## src/rtl/mul_share_ctrl.sv

```systemverilog
// Two-requester round-robin front end for a shared WIDTHxWIDTH shift-add multiplier.
// Each accepted operand pair takes exactly WIDTH iterations; the product is returned tagged with its owner.
module mul_share_ctrl #(
    parameter int WIDTH = 9
) (
    input  logic               clk,
    input  logic               reset_n,
    input  logic               req0_valid,
    input  logic [WIDTH-1:0]   req0_a,
    input  logic [WIDTH-1:0]   req0_b,
    output logic               req0_ready,
    input  logic               req1_valid,
    input  logic [WIDTH-1:0]   req1_a,
    input  logic [WIDTH-1:0]   req1_b,
    output logic               req1_ready,
    output logic [2*WIDTH-1:0] res,
    output logic               res_id,
    output logic               res_valid,
    output logic               busy
);

    localparam int PW = 2 * WIDTH;
    localparam logic [3:0] LAST_ITER = 4'(WIDTH - 1);

    typedef enum logic {
        IDLE,
        RUN
    } state_t;

    state_t          state_q, state_d;
    logic [WIDTH-1:0] mplier_q, mplier_d;
    logic [PW-1:0]    mcand_q, mcand_d;
    logic [PW-1:0]    acc_q, acc_d;
    logic [3:0]       cnt_q, cnt_d;
    logic             pend_id_q, pend_id_d;
    logic             last_grant_q, last_grant_d;
    logic [PW-1:0]    res_q, res_d;
    logic             res_id_q, res_id_d;
    logic             res_valid_q, res_valid_d;

    logic             grant0, grant1, accept;
    logic [PW-1:0]    sum;

    // On contention the requester that did not win last time is granted.
    assign grant0 = req0_valid & (~req1_valid | last_grant_q);
    assign grant1 = req1_valid & (~req0_valid | ~last_grant_q);
    assign accept = req0_ready | req1_ready;
    assign sum    = acc_q + (mplier_q[0] ? mcand_q : '0);

    always_ff @(posedge clk or negedge reset_n) begin
        if (!reset_n) begin
            state_q <= IDLE;
        end else begin
            // NOTE: state is written with <= so every flop samples pre-edge values.
            state_q <= state_d;
        end
    end

    always_comb begin
        // NOTE: default first so no path through the case leaves state_d unassigned (no latch).
        state_d = state_q;
        case (state_q)
            IDLE:    if (accept) state_d = RUN;
            RUN:     if (cnt_q == LAST_ITER) state_d = IDLE;
            default: state_d = IDLE;
        endcase
    end

    always_comb begin
        // Readys are gated by reset_n so nothing is offered while reset is held.
        req0_ready = reset_n & (state_q == IDLE) & grant0;
        req1_ready = reset_n & (state_q == IDLE) & grant1;
        busy       = (state_q == RUN);
    end

    always_comb begin
        mplier_d     = mplier_q;
        mcand_d      = mcand_q;
        acc_d        = acc_q;
        cnt_d        = cnt_q;
        pend_id_d    = pend_id_q;
        last_grant_d = last_grant_q;
        res_d        = res_q;
        res_id_d     = res_id_q;
        res_valid_d  = 1'b0;
        if (state_q == IDLE && accept) begin
            mplier_d     = req1_ready ? req1_a : req0_a;
            mcand_d      = {{WIDTH{1'b0}}, (req1_ready ? req1_b : req0_b)};
            acc_d        = '0;
            cnt_d        = '0;
            pend_id_d    = req1_ready;
            last_grant_d = req1_ready;
        end else if (state_q == RUN) begin
            acc_d    = sum;
            mplier_d = mplier_q >> 1;
            mcand_d  = mcand_q << 1;
            cnt_d    = cnt_q + 4'd1;
            if (cnt_q == LAST_ITER) begin
                res_d       = sum;
                res_id_d    = pend_id_q;
                res_valid_d = 1'b1;
            end
        end
    end

    // NOTE: the small datapath registers are all reset so an aborted run leaves no stale state.
    always_ff @(posedge clk or negedge reset_n) begin
        if (!reset_n) begin
            mplier_q     <= '0;
            mcand_q      <= '0;
            acc_q        <= '0;
            cnt_q        <= '0;
            pend_id_q    <= 1'b0;
            last_grant_q <= 1'b1;
            res_q        <= '0;
            res_id_q     <= 1'b0;
            res_valid_q  <= 1'b0;
        end else begin
            mplier_q     <= mplier_d;
            mcand_q      <= mcand_d;
            acc_q        <= acc_d;
            cnt_q        <= cnt_d;
            pend_id_q    <= pend_id_d;
            last_grant_q <= last_grant_d;
            res_q        <= res_d;
            res_id_q     <= res_id_d;
            res_valid_q  <= res_valid_d;
        end
    end

    assign res       = res_q;
    assign res_id    = res_id_q;
    assign res_valid = res_valid_q;

endmodule

```

## config.mk

```make
export PLATFORM = sky130hd
export DESIGN_NAME = mul_share_ctrl
export DESIGN_NICKNAME = d
export VERILOG_FILES = /design/src/rtl/mul_share_ctrl.sv
export SDC_FILE = /design/constraint.sdc
export NUM_CORES = 1
export LEC_CHECK = 0
export ABC_AREA = 1
export CAP_MARGIN = 10
export CORE_UTILIZATION = 40
export DETAILED_ROUTE_END_ITERATION = 10
export GPL_ROUTABILITY_DRIVEN = 0
export PLACE_DENSITY_LB_ADDON = 0.3
export SETUP_SLACK_MARGIN = 0.15
export SYNTH_ARGS = -nofsm -noshare
export SYNTH_HDL_FRONTEND = slang
export SYNTH_SLANG_ARGS = --single-unit
```

## constraint.sdc

```tcl
create_clock -name clk -period 7.6 [get_ports clk]
set_input_delay 0.76 -clock clk [delete_from_list [all_inputs] [get_ports clk]]
set_output_delay 0.76 -clock clk [all_outputs]
set_load 0.02 [all_outputs]
```

# After elaboration in Yosys (flattened, before gate mapping)
# Index checks and enable logic that the tools add are counted.
totals:
  reg_bits: 72
  inputBits: 40
  out_inout_bits: 23
  word_cells: 46
classes:
  addsub: 2
  eq_ne: 1
  n_mux: 17
  n_bitwise: 13
  reduce_logical: 3
op_table:
  columns: ["operator", "n"]
  rows:
  - ["2-to-1 mux 18 bit", 5]
  - ["2-to-1 mux 9 bit", 4]
  - ["adder 18 bit", 1]
  - ["2-to-1 mux 4 bit", 2]
  - ["bitwise AND 1 bit", 5]
  - ["2-to-1 mux 1 bit", 5]
  - ["inverter 1 bit", 5]
  - ["adder 4 x 1 -> 4 bit (second input constant)", 1]
  - ["equality test 4 bit (second input constant)", 1]
  - ["bitwise OR 1 bit", 3]
  - ["AND reduction 3 bit", 1]
  - ["case mux 1 bit (2 select lines)", 1]
  - ["nonzero test 2 bit", 1]
  - ["logical AND 1 bit", 1]

# Longest topological paths before layout
# Gate-level depths: netlist of the first run.
depth:
  word_depth: 8
  depth_mapped: 16
  depth_no_buf: 14

# Least setup slack after synthesis of the first run
# OpenSTA, ideal clock, no wires.
synth_timing:
  path_type: "register to register"
  start: "reg mplier_q[0]"
  end: "reg acc_q[12]"
  setup_time_ns: 0.118
  t_arrival_ns: 2.360
  t_required_ns: 7.482
  slack_ns: 5.122
  path_stages_with_launch: 16
  n_path_buf: 2
  synth_period_minus_slack_ns: 2.478
  cell_sequence: "dfrtp_1 > clkbuf_1 > clkbuf_1 > nand2_1 > inv_1 > ha_1 > inv_1 > fa_1 > o21ai_0 > nand2_1 > nand2_1 > nand2_1 > nand2_1 > nand2_1 > nand3_1 > nand2_1"
synth_via:
  elab_chain_len: 4
synth_lines:
  columns: ["element", "line_no", "text"]
  rows:
  - ["start, declared", "31", "logic [WIDTH-1:0] mplier_q, mplier_d;"]
  - ["start signal, assigned", "119", "mplier_q <= mplier_d;"]
  - ["2-to-1 mux 18 bit", "48", "assign sum = acc_q + (mplier_q[0] ? mcand_q : '0);"]
  - ["adder 18 bit", "48", null]
  - ["2-to-1 mux 18 bit", "93", "end else if (state_q == RUN) begin"]
  - ["2-to-1 mux 18 bit", "86", "if (state_q == IDLE && accept) begin"]
  - ["end signal, assigned", "111", "acc_q <= '0;"]
  - ["end signal, assigned", "121", "acc_q <= acc_d;"]
  - ["end, declared", "33", "logic [PW-1:0] acc_q, acc_d;"]
# Every way passes these cells. The select of a mux whose other input is x is not followed.
# A chain may end at the register's enable or synchronous reset.

# Worst setup path after layout of the first run
layout_timing:
  start: "in reset_n"
  end: "out req1_ready"
layout_via:
  elab_chain_len: 2
layout_lines:
  columns: ["element", "line_no", "text"]
  rows:
  - ["start, declared", "7", "input logic reset_n,"]
  - ["bitwise AND 1 bit (2 in series)", "72", "req1_ready = reset_n & (state_q == IDLE) & grant1;"]
  - ["end, declared", "15", "output logic req1_ready,"]
# Every way passes these cells.

==> impl_metrics.toml, run 1 <==
[logic_synthesis]
synthCells = 538
ys_ff_latch = 72
synthTopCellsByCount = "177 x nand2_1, 71 x dfrtp_1, 63 x inv_1"
ys_warn_count = 0
synth_top_area_cell = "dfrtp_1"
synth_edf_count = 0
synth_cell_types = 34
synth_seq_area_share = 0.438
synthTopCellsByArea = "dfrtp_1 43%, nand2_1 16%, ha_1 5.8%"
netlist_area_mm2 = 0.00412
synth_fp_nets = 598
ys.flop_type = "dfrtp_1"
synth_async_sr_flop_share = 1.00
synth.most_common_cell = "nand2_1"
synth_top_cell_area_share = 0.431
avgSynthCellArea_um2 = 7.66

[sta]
fmax_ghz = 0.234
setup_viol = 0
fin_setup_tns_ns = 0
finalHoldViolCount = 0
rsz0062_at_grt = "no"
drv_slew = 0
max_slew_margin = 0.437
skew_ns = 0.00925
worstMarginPinSlew_ns = 0.842
period_share = 0.561
setup_slack_ns = 3.34
period_needed_ns = 4.26

[power]
ir_drop_uv = 152
p_total_mw = 2.03
leakagePower_nw = 2.54
powerDensity_mw_per_mm2 = 403

[critical_path]
cp.arrival_ns = 3.50
cp-start-kind = "input pin"
max_stage_delay_ns = 0.80
slowest_stage = "nand4_1"
crit_required_ns = 6.84
worstPathMaxFanout = 34
r2r_setup_slack_ns = 4.93
path_buf_inv = 3
path_class = "in -> out"
crit_chain = "buf_2 -> nand4_1 -> clkinv_1 -> clkdlybuf4s50_1"
end_kind = "primary output"
crit_family = "buffers and inverters"

[routing]
drc = 0
dr.pass1.iters = 4
drt_iter0_markers = 172
final_antenna_net_count = 0
vias = 3612
routedWlPerCell_um = 13.1
wirelength_um = 9640
vias_per_cell = 4.92

[cts]
cts-resized-gates = 0
cts_setup_buffers = 0
cts.sinks = 72
cts_hold_buf = 0
clk_pin_slew_worst_paths_ns = 0.08
clk_path_buf_depth = 2
cts_buffers = 9
clockRootBuffer = "clkbuf_8"
insertion_delay_ns = 0.35
cts_tree = "yes"
cts_max_level = 3

[placement]
hpwl_um = 6950
port_buffers = 62
pre_cts_ws_ns = 3.26
dpl.cell_count = 718

[global_routing]
grt_pass1_wl_um = 16600
grt_max_degree = 42
grt_pass1_vias = 3632
overflow = 0
antenna_found_initial = 0
grt_usage = 0.203

[die]
pin_count = 63
die_height_um = 103
dieWidth_um = 103
num_rows = 36
core_area_mm2 = 0.00986
die_area_mm2 = 0.0107
start_util = 0.418

[worst_hold_path]
hp-class = "in -> async"

[finish]
n_fill_cell = 925
final_util = 0.509
drive_above_1_share = 0.0499
n_antenna_cell = 0
stdcell_count = 734
syn2layout_area_growth_pct = 22.0
layout.nets = 656

[status]
outcome = "completed"

[run]
drv_cap = 0
## area by class of cell
cell class / count / area [um^2] / share of cell area
Clock inverter: 5 / 56.3 / 0.0112
Timing Repair Buffer: 65 / 638 / 0.127
Multi-Input combinational cell: 381 / 1960 / 0.390
Clock buffer: 11 / 141 / 0.0281
Tap cell: 133 / 166 / 0.0331
Inverter: 67 / 259 / 0.0515
Sequential cell: 72 / 1800 / 0.359
## where the power goes
group / internal, mW / leakage, nW / total (mW) / switching, mW
registers: 0.567 / 0.903 / 0.684 / 0.117
logic: 0.411 / 1.53 / 1.04 / 0.625
clock network: 0.160 / 0.0993 / 0.305 / 0.145
total: 1.14 / 2.54 / 2.03 / 0.887
## cells by family after synthesis
kind of cell               Yosys count  synth area share
DFF                                 72             0.438
and+or+nand+nor                    266             0.266
xor gates and xnor gates             8            0.0170
AOI/OAI and AO/OA                   87             0.130
adders and majority gates           20            0.0626
buffers and inverters               85            0.0863
## registers in the layout, summed over array words and instances, names as in the netlist
register      count
mcand_q          18
res_id            1
busy              1
res_valid         1
acc_q            18
pend_id_q         1
mplier_q          9
last_grant_q      1
res              18
cnt_q             4
## cells in the final DEF (no fill, tap or decap)
cell | Yosys | layout
a22oi_2 | 3 | 3
nand4_1 | 2 | 2
nand3_1 | 29 | 29
clkdlybuf4s50_1 | 0 | 61
a31oi_4 | 1 | 1
and2_1 | 2 | 2
buf_4 | 0 | 3
clkinv_4 | 0 | 1
o22ai_1 | 9 | 9
inv_2 | 1 | 1
o221ai_1 | 11 | 11
o31ai_1 | 1 | 1
dfstp_2 | 1 | 1
a22oi_1 | 1 | 1
clkbuf_8 | 0 | 10
nand2_1 | 177 | 177
or2_2 | 1 | 1
ha_1 | 19 | 19
nor2_1 | 41 | 41
a21oi_1 | 25 | 25
clkinv_2 | 0 | 2
bufinv_16 | 0 | 1
inv_1 | 63 | 63
a22o_1 | 1 | 1
inv_4 | 1 | 1
clkinv_1 | 1 | 1
fa_1 | 1 | 1
dfrtp_1 | 71 | 71
o21ai_1 | 3 | 3
clkinvlp_4 | 0 | 1
nand2_4 | 1 | 1
clkbuf_1 | 10 | 1
nor3_1 | 2 | 2
nand3b_1 | 10 | 10
nand2_2 | 1 | 1
inv_6 | 1 | 1
o21ai_0 | 32 | 32
xnor2_1 | 4 | 4
buf_2 | 5 | 1
xor2_1 | 4 | 4
## layer usage
layer  GRT usage  up-vias  routed length, um
li1            -     1849                  -
met3      0.0417        8                560
met2       0.311       96               4340
met4      0.0769        0                 72
met5           0        -                  0
met1       0.283     1659               4660
## stage by stage
stage	cell area [um^2]	hold WS [ns]
after detailed placement	4830	0.466
after CTS	5020	0.477
final	5020	0.467
after floorplan	4120	0.442
after global placement	4830	0.455
after global routing	5020	0.492
## worst paths after layout
path | startpoint | endpoint | depth (start not counted)
setup / recovery | reset_n | req1_ready | 4
hold / removal | reset_n | res[4] | 1
setup reg to reg | mplier_q[0] | acc_q[16] | 13
hold reg to reg | last_grant_q | last_grant_q | 2
max in group asynchronous | reset_n | acc_q[7] | 2
min in group clk | last_grant_q | last_grant_q | 2
Power figures use the tool's default switching activity.
==> inputs of run 2 (changes only) <==
==> constraint.sdc (replaced) <==
create_clock -name clk -period 3.94 [get_ports clk]
set_input_delay 0.394 -clock clk [delete_from_list [all_inputs] [get_ports clk]]
set_output_delay 0.394 -clock clk [all_outputs]
set_load 0.02 [all_outputs]
==> run 2 against run 1 <==
Against the previous run: clock skew up 0.0015 ns; first-iteration DRC count down 21%; non-clock buffer count up 2; cell area about the same; die area unchanged; sequential cell count unchanged; clock power up 77%; global-route usage up 0.58 points; critical path type is now reg -> out; highest routed layer unchanged.
==> impl_metrics.toml, run 2 (synthesis results as in run 1) <==
[status]
outcome = "completed"

[sta]
max_slew_margin = 0.406
fmax_ghz = 0.347
rsz0062_at_grt = "no"
setup_viol = 0
drv_slew = 0
fin_setup_tns_ns = 0
worstMarginPinSlew_ns = 0.891
finalHoldViolCount = 0
period_share = 0.731
skew_ns = 0.0108
period_needed_ns = 2.88

[routing]
drc = 0
wirelength_um = 9840
vias = 3652
routedWlPerCell_um = 13.4
vias_per_cell = 4.96
final_antenna_net_count = 0
drt_iter0_markers = 136
dr.pass1.iters = 4

[global_routing]
antenna_found_initial = 0
grt_max_degree = 73
grt_usage = 0.209
overflow = 0
grt_pass1_wl_um = 17000
grt_pass1_vias = 3750

[finish]
n_antenna_cell = 0
layout.nets = 658
layout.cells.most_common = "nand2_1"
fin_area_mm2 = 0.00503
final_util = 0.510
syn2layout_area_growth_pct = 22.0
layout_common_cells = "177 x nand2_1, 71 x dfrtp_1, 63 x inv_1"
drive_above_1_share = 0.0531

[die]
num_rows = 36
core_area_mm2 = 0.00986
pin_count = 63
start_util = 0.418
die_area_mm2 = 0.0107
dieWidth_um = 103
die_height_um = 103

[cts]
cts_hold_buf = 0
cts-resized-gates = 0
cts_setup_buffers = 0
cts_buffers = 9
cts_tree = "yes"
insertion_delay_ns = 0.35
cts_max_level = 3
clk_path_buf_depth = 2
cts.sinks = 72
clockRootBuffer = "clkbuf_8"
clk_pin_slew_worst_paths_ns = 0.08

[critical_path]
r2r_setup_slack_ns = 1.22
cp-start-kind = "register"
rr_worst_depth = 13
r2r-end = "res[16]"
end_kind = "primary output"
crit_required_ns = 3.55
cp.arrival_ns = 2.49
reg2reg_from = "mplier_q[0]"
worstPathMaxFanout = 21
path_class = "reg -> out"

[power]
powerDensity_mw_per_mm2 = 769
p_total_mw = 3.87
leakagePower_nw = 2.53
ir_drop_uv = 277

[placement]
hpwl_um = 7130
placed_area_mm2 = 0.00484
port_buffers = 62

[worst_hold_path]
hp-class = "in -> async"

[run]
drv_cap = 0
run 2: cell types whose count changed in the layout (fill, tap and decap cells not counted), sizes merged:
cell      before  now
clkinv         4    3
bufinv         1    0
clkbuf        11   12
buf            4    6
clkinvlp       1    2
run 2: stage by stage:
step                instances  setup WS, ns  hold slack, ns
finish                    736          1.06           0.324
global route              736         0.821           0.423
CTS                       736          1.07           0.357
detailed placement        720          1.06           0.466
global placement          720          1.12           0.457
floorplan                 538          1.46          0.0984
run 2: area by class of cell:
| cell class | instances | area [um^2] |
|---|---|---|
| inverter | 67 | 259 |
| clock buffer | 12 | 155 |
| timing repair buffer | 67 | 653 |
| multi-input combinational | 381 | 1960 |
| clock inverter | 4 | 28.8 |
| sequential | 72 | 1800 |
| fill | 920 | 4840 |
| tap | 133 | 166 |
run 2: worst max-delay path: stages (launching register included):
cell and delay, ns:
dfstp_2 0.54, nand2_1 0.12, nand4_1 0.10, buf_4 0.23, clkinv_1 0.46, clkdlybuf4s50_1 0.69
run 2: layer usage:
metal,part of all wire,vias up,GRT usage
li1,-,1857,-
met1,0.48,1677,0.266
met2,0.45,105,0.344
met3,0.057,13,0.0410
met4,0.017,0,0.0943
met5,0,-,0
run 2: worst max-delay path by stage:
| stage | startpoint | end | slack [ns] | depth (start not counted) |
|---|---|---|---|---|
| 2_1_floorplan | mplier_q[0] | acc_q[12] | 1.46 | 15 |
| 3_3_place_gp | req0_valid | req1_ready | 1.12 | 6 |
| 3_5_place_dp | req0_valid | req1_ready | 1.06 | 6 |
| 4_1_cts | last_grant_q | req1_ready | 1.07 | 5 |
| 5_1_grt | mplier_q[0] | res[12] | 0.82 | 13 |
| 6_report | last_grant_q | req1_ready | 1.06 | 5 |
run 2: power by group:
group | internal (mW) | total (mW) | leakage, nW | switching (mW)
logic | 0.796 | 2.00 | 1.54 | 1.20
clock network | 0.263 | 0.541 | 0.0886 | 0.278
registers | 1.09 | 1.33 | 0.903 | 0.235
==> inputs of run 3 (changes only) <==
==> constraint.sdc (replaced) <==
create_clock -name clk -period 2.4 [get_ports clk]
set_input_delay 0.24 -clock clk [delete_from_list [all_inputs] [get_ports clk]]
set_output_delay 0.24 -clock clk [all_outputs]
set_load 0.02 [all_outputs]
==> run 3 against run 2 <==
Against the previous run: clock power rose by 67%; final cell count up 0.68%; setup slack worse by 0.75 ns; worst hold slack worse by 0.044 ns; critical path depth is 8 higher; clock skew hardly changed; largest cell class unchanged; register-to-register slack got worse by 0.91 ns; largest power group unchanged; cell area grew 1.1%.
==> impl_metrics.toml, run 3 (synthesis results as in run 1) <==
[sta]
fin_setup_tns_ns = 0
period_share = 0.870
fmax_ghz = 0.479
setup_viol = 0
skew_ns = 0.0108
rsz0062_at_grt = "no"
worstMarginPinSlew_ns = 0.877
max_slew_margin = 0.416
period_needed_ns = 2.09
drv_slew = 0
finalHoldViolCount = 0

[run]
drv_cap = 0

[die]
die_area_mm2 = 0.0107
core_area_mm2 = 0.00986
num_rows = 36
pin_count = 63
start_util = 0.418
die_height_um = 103
dieWidth_um = 103

[routing]
final_antenna_net_count = 0
routed.top_layer = "met4"
vias_per_cell = 5.08
dr_wl_met2_um = 4690
drc = 0
wirelength_um = 10300
met1_length_um = 4920
drt_iter0_markers = 159
routedWlPerCell_um = 13.9
dr_wl_met3_um = 510
dr.pass1.iters = 5
vias = 3763

[power]
powerDensity_mw_per_mm2 = 1280
netSwitchingFraction = 0.449
ir_drop_uv = 510
p_clk_frac = 0.139
power_frac_comb = 0.528
seq_power_share = 0.333
p_total_mw = 6.49
leakagePower_nw = 2.59
net-switching-power_mw = 2.91
p_int_mw = 3.58

[placement]
placed_area_mm2 = 0.00486
port_buffers = 62
hpwl_um = 7360

[cts]
insertion_delay_ns = 0.36
cts_buffers = 9
clockRootBuffer = "clkbuf_8"
clk_pin_slew_worst_paths_ns = 0.08
cts_max_level = 3
cts.sinks = 72
cts_tree = "yes"
clk_path_buf_depth = 2

[critical_path]
cp.arrival_ns = 2.33
reg2reg_from = "mplier_q[0]"
rr_worst_depth = 13
crit_required_ns = 2.65
cp_common_cell = "nand2_1"
cp-start-kind = "register"
slowest_stage = "dfrtp_1"
end_kind = "register"
crit_chain = "buf_4 -> nand2_1 -> inv_1 -> ha_1 -> nand2_1 -> nor2_1 -> nand2_1 -> nand2_1 -> nand2_1 -> nand2_1 -> nand2_1 -> nand3_1 -> nand2_1"
worstPathMaxFanout = 14
r2r-end = "res[11]"
path_class = "reg -> reg"
crit_family = "simple AND/OR/NAND/NOR gates"
path_buf_inv = 2
max_stage_delay_ns = 0.42
r2r_setup_slack_ns = 0.31

[finish]
layout_common_cells = "176 x nand2_1, 71 x dfrtp_1, 63 x inv_1"
n_antenna_cell = 0
syn2layout_area_growth_pct = 23.3
layout.cells.most_common = "nand2_1"
fin_area_mm2 = 0.00508
drive_above_1_share = 0.0674
final_util = 0.515
layout.nets = 663

[worst_hold_path]
hp-class = "in -> async"

[status]
outcome = "completed"

[global_routing]
grt_pass1_wl_um = 17200
antenna_found_initial = 0
overflow = 0
grt_usage = 0.210
grt_pass1_vias = 3706
grt_max_degree = 72
[run 3: changes by cell type in the layout (fill, tap and decap cells not counted), sizes merged]
| cell | delta |
|---|---|
| buf | +4 |
| clkbuf | -1 |
| clkdlybuf4s50 | -1 |
| clkinv | +2 |
| clkinvlp | -1 |
| dlygate4sd3 | +1 |
| dlymetal6s2s | +1 |
[run 3: layout make-up]
type                       instances  area (um^2)
fill                             916         4780
multi-input combinational        381         1970
sequential                        72         1800
timing repair buffer              72          696
inverter                          67          259
tap                              133          166
clock buffer                      11          151
clock inverter                     5         31.3
[run 3: timing repair]
item	4_1_cts	5_1_grt
hold buffers	1	0
gates resized for setup	0	5
hold endpoints to repair	1	0
setup endpoints to repair	0	11
buffers inserted	0	1
[run 3: stage by stage]
step	std cells	hold WS [ns]	setup WS [ns]
floorplan	538	-0.0556	0.204
global placement	723	0.0476	0.290
detailed placement	723	0.0453	0.262
CTS	740	0.272	0.193
global route	741	0.277	0.159
finish	741	0.280	0.311
[run 3: power by group through the flow]
stage,Clock [mW],Sequential (mW),Combinational (mW)
floorplan,0,2.27,2.24
global placement,0,2.16,3.28
detailed placement,0,2.18,3.37
CTS,0.919,2.16,3.38
global route,0.973,2.22,3.85
finish,0.905,2.16,3.43
[run 3: worst max path at each step]
stage	cells past startpoint	endpoint	startpoint
3_5_place_dp	13	res[14]	mplier_q[0]
3_3_place_gp	13	res[14]	mplier_q[0]
4_1_cts	4	req0_ready	busy
6_report	13	res[11]	mplier_q[0]
2_1_floorplan	15	acc_q[12]	mplier_q[0]
5_1_grt	13	res[11]	mplier_q[0]
[run 3: layer usage]
| metal | up-vias | track usage |
|---|---|---|
| li1 | 1868 | - |
| met4 | 0 | 0.0683 |
| met2 | 122 | 0.344 |
| met5 | - | 0 |
| met1 | 1758 | 0.283 |
| met3 | 15 | 0.0370 |
